## config.mk

```make
export PLATFORM = sky130hd
export DESIGN_NAME = emg_envelope
export DESIGN_NICKNAME = d
export VERILOG_FILES = /design/src/rtl/emg_envelope.sv
export SDC_FILE = /design/constraint.sdc
export NUM_CORES = 1
export LEC_CHECK = 0
export CORE_AREA = 2 2 209 160
export CTS_CLUSTER_SIZE = 16
export DETAILED_ROUTE_END_ITERATION = 8
export DIE_AREA = 0 0 211 162
export PLACE_DENSITY_LB_ADDON = 0.3
export SLEW_MARGIN = 20
export SYNTH_ARGS = -nofsm -noshare
export SYNTH_HDL_FRONTEND = slang
export SYNTH_SLANG_ARGS = --single-unit
```

## constraint.sdc

```tcl
create_clock -name clk -period 16.7 [get_ports clk]
set_input_delay 3.34 -clock clk [delete_from_list [all_inputs] [get_ports clk]]
set_output_delay 3.34 -clock clk [all_outputs]
set_load 0.02 [all_outputs]
```

## src/rtl/emg_envelope.sv

```systemverilog
// EMG envelope extraction: DC baseline removal, full-wave rectification,
// power-of-two moving average and saturated 8-bit output, with baseline calibration.
module emg_envelope #(
   parameter int SW       = 12,
   parameter int LOG2_WIN = 4,
   parameter int LOG2_CAL = 6,
   parameter int SHIFT    = 3
) (
   input  logic          clk,
   input  logic          reset,
   input  logic [SW-1:0] sample_in,
   input  logic          sample_valid,
   input  logic          cal_start,
   output logic [7:0]    env_out,
   output logic          env_valid,
   output logic          cal_busy,
   output logic          cal_done
);
   localparam int WIN    = 1 << LOG2_WIN;
   localparam int SUMW   = SW + LOG2_WIN;
   localparam int ACCW   = SW + LOG2_CAL;
   localparam int STAGES = 1;

   typedef enum logic {RUN, CAL} state_t;

   state_t              state;
   logic [SW-1:0]       baseline;
   logic [SW-1:0]       win_buf [WIN];
   logic [LOG2_WIN-1:0] wr_ptr;
   logic [SUMW-1:0]     sum;
   logic [SW-1:0]       rect_q;
   logic [ACCW-1:0]     acc;
   logic [LOG2_CAL-1:0] cal_cnt;
   logic [STAGES:0]     vld_pipe;

   logic signed [SW:0]  diff;
   logic [SW-1:0]       rect;
   logic [SUMW-1:0]     sum_next;
   logic [SUMW-1:0]     scaled;
   logic [ACCW-1:0]     acc_next;
   logic                run_accept, cal_enter, cal_accept, cal_last;

   always_comb begin
      diff       = $signed({1'b0, sample_in}) - $signed({1'b0, baseline});
      rect       = diff[SW] ? SW'(-diff) : diff[SW-1:0];
      sum_next   = sum + SUMW'(rect_q) - SUMW'(win_buf[wr_ptr]);
      scaled     = sum >> (LOG2_WIN + SHIFT);
      acc_next   = acc + ACCW'(sample_in);
      run_accept = (state == RUN) && sample_valid && !cal_start;
      cal_enter  = (state == RUN) && cal_start;
      cal_accept = (state == CAL) && sample_valid;
      cal_last   = cal_accept && (cal_cnt == '1);
   end

   always_ff @(posedge clk or posedge reset) begin
      if (reset) begin
         state     <= RUN;
         baseline  <= {1'b1, {(SW-1){1'b0}}};
         for (int i = 0; i < WIN; i++) win_buf[i] <= '0;
         wr_ptr    <= '0;
         sum       <= '0;
         rect_q    <= '0;
         acc       <= '0;
         cal_cnt   <= '0;
         vld_pipe  <= '0;
         env_out   <= '0;
         env_valid <= 1'b0;
         cal_busy  <= 1'b0;
         cal_done  <= 1'b0;
      end else begin
         env_valid <= 1'b0;
         cal_done  <= 1'b0;
         if (cal_enter) begin
            // Entering calibration flushes anything still in flight.
            state    <= CAL;
            cal_busy <= 1'b1;
            acc      <= '0;
            cal_cnt  <= '0;
            vld_pipe <= '0;
         end else if (state == CAL) begin
            if (cal_last) begin
               baseline <= acc_next[ACCW-1:LOG2_CAL];
               for (int i = 0; i < WIN; i++) win_buf[i] <= '0;
               wr_ptr   <= '0;
               sum      <= '0;
               state    <= RUN;
               cal_busy <= 1'b0;
               cal_done <= 1'b1;
            end else if (cal_accept) begin
               acc     <= acc_next;
               cal_cnt <= cal_cnt + LOG2_CAL'(1);
            end
         end else begin
            vld_pipe <= {vld_pipe[STAGES-1:0], run_accept};
            if (run_accept) rect_q <= rect;
            if (vld_pipe[0]) begin
               sum             <= sum_next;
               win_buf[wr_ptr] <= rect_q;
               wr_ptr          <= wr_ptr + LOG2_WIN'(1);
            end
            if (vld_pipe[STAGES]) begin
               env_out   <= (scaled > SUMW'(255)) ? 8'hFF : scaled[7:0];
               env_valid <= 1'b1;
            end
         end
      end
   end
endmodule

```

=== Yosys cells after proc, flatten, opt, wreduce, memory -nomap -nowiden ===
Cells that the tools add are included.

* Reduce and logical (&&, ||, !) cells: 17
* Mux-type cells: 39
* Magnitude comparators: 3
* Bitwise gates (word level): 3
* Eq/ne operators: 4
* $add $sub $neg: 7

{| class="wikitable"
|+ Operators with widths
! kind !! number
|-
| 192-bit two-way mux || 3
|-
| 192-bit bitwise mux || 1
|-
| 18-bit two-way mux || 4
|-
| 12-bit binary-select mux with 4-bit select || 1
|-
| 12-bit demux with 4-bit select || 1
|-
| 12-bit two-way mux || 4
|-
| 16-bit two-way mux || 3
|-
| 6-bit two-way mux || 4
|-
| 18-bit by 12-bit adder with 18-bit output || 1
|-
| 16-bit by 12-bit adder with 16-bit output || 1
|-
| 16-bit by 12-bit subtractor with 16-bit output || 1
|-
| 3-bit AND reduction || 5
|-
| 12-bit by 12-bit subtractor with 13-bit output || 1
|-
| 1-bit two-way mux || 12
|-
| 4-bit two-way mux || 3
|-
| 12-bit negation || 1
|-
| 9-bit by 8-bit > comparator with 1-bit output, second input constant || 1
|-
| 8-bit two-way mux || 1
|-
| 2-bit nonzero test || 4
|-
| 6-bit by 1-bit adder with 6-bit output, second input constant || 1
|-
| 6-bit equality test, second input constant || 1
|-
| 1-bit logical AND || 6
|-
| 5-bit >= comparator, second input constant || 1
|-
| 5-bit by 1-bit less-than comparator with 1-bit output, second input constant || 1
|-
| other kinds (8) || 11
|}

* Register bits after elaboration: 274
* Word-level logic and storage cells: 101

=== Logic depth before layout (Yosys ltp) ===
* Depth in word-level cells: 8
* Mapped depth: 17
* Mapped depth without buffers: 15

=== Worst setup path after synthesis ===
Ideal clock, no wire load.

* Path kind: input to register
* From: input port sample_in[0]
* To: register rect_q[11]
* Arrival time: 5.462 ns
* Buffers on the path: 0
* Cell stages on the path: 12
* Path slack: 11.113 ns
* Cell sequence: inv_1 ha_1 inv_1 fa_1 and3_1 o2111a_1 a311o_1 a31oi_2 and4_1 a31oi_2 xnor2_1 o21ai_1

* Longest elaborated chain between the ends: 3

{| class="wikitable"
|+ Ends and longest elaborated chain
! item !! RTL line !! RTL
|-
| start, declared || 11 || <nowiki>input logic [SW-1:0] sample_in,</nowiki>
|-
| 12-bit by 12-bit subtractor with 13-bit output (*) || 44 || <nowiki>diff = $signed({1'b0, sample_in}) - $signed({1'b0, baseline});</nowiki>
|-
| 12-bit negation || 45 || <nowiki>rect = diff[SW] ? SW'(-diff) : diff[SW-1:0];</nowiki>
|-
| 12-bit two-way mux (*) || 45 ||
|-
| end signal, assigned || 95 || <nowiki>if (run_accept) rect_q <= rect;</nowiki>
|-
| end, declared || 31 || <nowiki>logic [SW-1:0] rect_q;</nowiki>
|}

Mark *: on every way between the ends. The rest lies on a longest branch, timed or not.
A chain may end at the register's enable or synchronous reset.

=== Worst setup path after layout ===
* From: input port cal_start
* To: register win_buf[20] (netlist name)

* Longest elaborated chain between the ends: 3

{| class="wikitable"
|+ Ends and longest elaborated chain
! item !! RTL line !! RTL
|-
| start, declared || 13 || <nowiki>input logic cal_start,</nowiki>
|-
| 1-bit logical AND || 50 || <nowiki>cal_enter = (state == RUN) && cal_start;</nowiki>
|-
| 1-bit NOT (no source line) || -- ||
|-
| 3-bit AND reduction (no source line) || -- ||
|-
| end signal, assigned by index || 98 || <nowiki>win_buf[wr_ptr] <= rect_q;</nowiki>
|-
| end, declared || 28 || <nowiki>logic [SW-1:0] win_buf [WIN];</nowiki>
|}

Every way passes these cells.

==> run summary <==
Commonest cells post-synth = dfrtp_1 (273), o21ai_0 (235), nand3_1 (229)
Slew @ Worst Pin = 1.10 ns
Initial antenna violation count = 1
Post-route ant nets = 0
RR Endpoint = sum[15]
DR DRC count = 0
Sinks on Clock Net = 274
Worst Skew = 0.0147 ns
GRT Overall Usage = 21.0%
Slowest-stage cell, CP = nand4_1
CP Max Fanout = 31
Die width = 211 um
Synth Flop Type = dfrtp_1
CTS Buf Count = 26
Required time of the critical path = 17.08 ns
Crit path to = win_buf[20]
Most numerous cell in the Yosys netlist = dfrtp_1
Clk pin slew, worst setup/hold paths = 0.06 ns
CP Cell Sequence = clkdlybuf4s50_1 -> nor2_1 -> buf_4 -> nand2_1 -> nand2_1 -> buf_4 -> nand4_1 -> nand3_1 -> o21ai_0
Max-slew headroom = 26.4%
CP arrival = 6.75 ns
Fin crit period = 6.37 ns
Fmax = 157 MHz
Worst-skew pair later-pin latency = 0.55 ns
Initial Utilization = 44.6%
Post-synth EDFFs = 0
Hold_ws = 0.482 ns
Die ar. = 0.0342 mm^2
CTS tree = built
Setup bufs post-CTS = 0
Crit path kind = primary input to flop
Final Hold Vio Count = 0
Final Util = 49.2%
Core Footprint = 0.0320 mm^2
Leakage = 6.81 nW
R2r startpoint = wr_ptr[0]
DP Cell Count = 1,741
FILL cells = 2,877
Startpoint Class = primary input
Average wire per standard cell = 19.4 um
CTS resizes = 0
Syn Area/Cell = 10.3 um^2
Post-synthesis instance area = 0.0143 mm^2
Status = finished, final reports clean
Worst Setup SP = cal_start
Synth unique cells = 63
Post-Layout Cell Count = 1,790
Global-route wire length before repair = 56.8 mm
Layout cells sized above 1 = 11.0%
Syn-to-layout area delta = 10.3%
Max Cap Violations = 0
Top cell type by total area after synthesis = dfrtp_1
WL final = 34.7 mm
Net count after synthesis = 1,472
Largest net degree at the start of global routing = 137
PwrDens = 120 mW/mm^2
Grt total ovfl = 0
Final setup viols = 0
Hold_buf cts = 0
Ys Warns = 0
Ant diodes = 0
RSZ-0062 raised after global routing = no
Vias in the first global route = 10,057
Die height = 162 um
IO Port Bufs = 26
Top cell type's share of synthesized area = 47.8%
Area contributors post-synth = dfrtp_1 (48%), mux4_2 (9.5%), o21ai_0 (8.2%)
Total Neg Setup Slack = 0 ns
Clock Tree Buf Depth = 3
CTS root buf = clkbuf_16
RePlAce Congestion = 0.862
FP Rows = 57
H-Tree Depth = 1
Via count = 10,461
Drt via density = 5.84
Synth Instances = 1,393
Post-synthesis sequential area ratio = 48.0%
First drt pass iteration count = 5
Worst reg-to-reg setup slack = 11.60 ns
Slew Viols, Final = 0
Hold Path Class = flop to flop
Peak supply drop = 0.0894 mV
Boundary Pins = 27
Crit path largest cell delay = 0.92 ns
Final worst path period share = 38.1%
Setup crit end kind = flop
R2R cell count = 14
FF+latch count, synth = 274
DP Wirelength = 22.4 mm
Layout Nets = 1,437
Post-synth ARST share = 100%
Overall power = 1.89 mW
Starting DRT DRC Count = 1,058
layout make-up:
class | instances | area [um^2] | area share (%)
Sequential cell | 274 | 6860 | 43.6
Multi-Input combinational cell | 932 | 6760 | 42.9
Clock buffer | 39 | 791 | 5.02
Tap cell | 413 | 517 | 3.28
Timing Repair Buffer | 42 | 388 | 2.46
Inverter | 82 | 315 | 2.00
Clock inverter | 8 | 118 | 0.747
flip-flops by register name (all words and copies together), names as in the netlist:
name / flops
sum: 16
win_buf: 192
state: 1
rect_q: 12
cal_done: 1
env_valid: 1
acc: 18
cal_cnt: 6
baseline: 12
wr_ptr: 4
cal_busy: 1
env_out: 8
vld_pipe: 2
cell usage in the layout (no fill, tap or decap), types with 3 or more instances in the layout:
| cell type | n |
|---|---|
| a211oi_1 | 3 |
| a21o_1 | 14 |
| a21oi_1 | 23 |
| a31o_2 | 3 |
| a31oi_1 | 12 |
| a41oi_1 | 3 |
| buf_4 | 14 |
| bufinv_16 | 3 |
| clkbuf_1 | 5 |
| clkbuf_16 | 27 |
| clkbuf_8 | 7 |
| clkdlybuf4s50_1 | 26 |
| clkinv_2 | 4 |
| dfrtp_1 | 271 |
| fa_1 | 14 |
| ha_1 | 49 |
| inv_1 | 80 |
| mux2i_1 | 3 |
| mux4_2 | 60 |
| nand2_1 | 77 |
| nand2b_1 | 14 |
| nand3_1 | 219 |
| nand3_2 | 9 |
| nand4_1 | 12 |
| nor2_1 | 41 |
| nor2b_1 | 9 |
| nor3_1 | 8 |
| o21a_1 | 3 |
| o21ai_0 | 235 |
| o21ai_1 | 10 |
| o21bai_1 | 4 |
| o22a_1 | 5 |
| o22ai_1 | 10 |
| xnor2_1 | 26 |
| xor2_1 | 26 |
critical path: cells and delay by family:
| kind | cells | cell delay, ns |
|---|---|---|
| AO/OA/AOI/OAI | 1 | 0.12 |
| buffers and inverters | 3 | 1.03 |
| AND/OR/NAND/NOR | 5 | 2.23 |
power breakdown:
part | leakage [nW] | internal [mW] | total, mW | switching [mW]
registers | 3.69 | 0.708 | 0.748 | 0.0403
logic | 2.67 | 0.212 | 0.512 | 0.300
clock network | 0.447 | 0.372 | 0.630 | 0.257
total | 6.81 | 1.29 | 1.89 | 0.597
per-stage QoR:
stage,cell area (um^2),setup slack [ns]
2_1_floorplan,14300,5.81
3_3_place_gp,14800,9.83
3_5_place_dp,14800,9.79
4_1_cts,15700,10.37
5_1_grt,15700,10.06
6_report,15700,10.33
how the worst min path moves through the flow:
stage | cells after the start | start | slack (ns) | to
floorplan | 2 | vld_pipe[1] | 0.44 | vld_pipe[1]
global placement | 2 | vld_pipe[1] | 0.46 | vld_pipe[1]
detailed placement | 2 | baseline[2] | 0.47 | baseline[2]
CTS | 2 | baseline[2] | 0.49 | baseline[2]
global route | 2 | win_buf[165] | 0.51 | win_buf[165]
finish | 2 | baseline[2] | 0.48 | baseline[2]
metal layers:
layer  part of all wire [%]  global-route usage, %  vias to the layer above
met4                    2.1                   5.06                        0
met3                    5.5                   3.65                       48
met5                      0                      0                        -
met1                     50                   33.0                     5243
li1                       -                      -                     4896
met2                     42                   29.8                      274
cells by family after synthesis:
family / count (synthesis) / share of synthesized area (%)
multiplexers: 63 / 9.67
buffers and inverters: 187 / 5.08
AND/OR/NAND/NOR: 409 / 14.0
flip-flops: 274 / 48.0
AO/OA/AOI/OAI: 345 / 13.8
XOR/XNOR: 52 / 3.19
adder cells (fa/ha/maj): 63 / 6.25
Power figures use the tool's default switching activity.
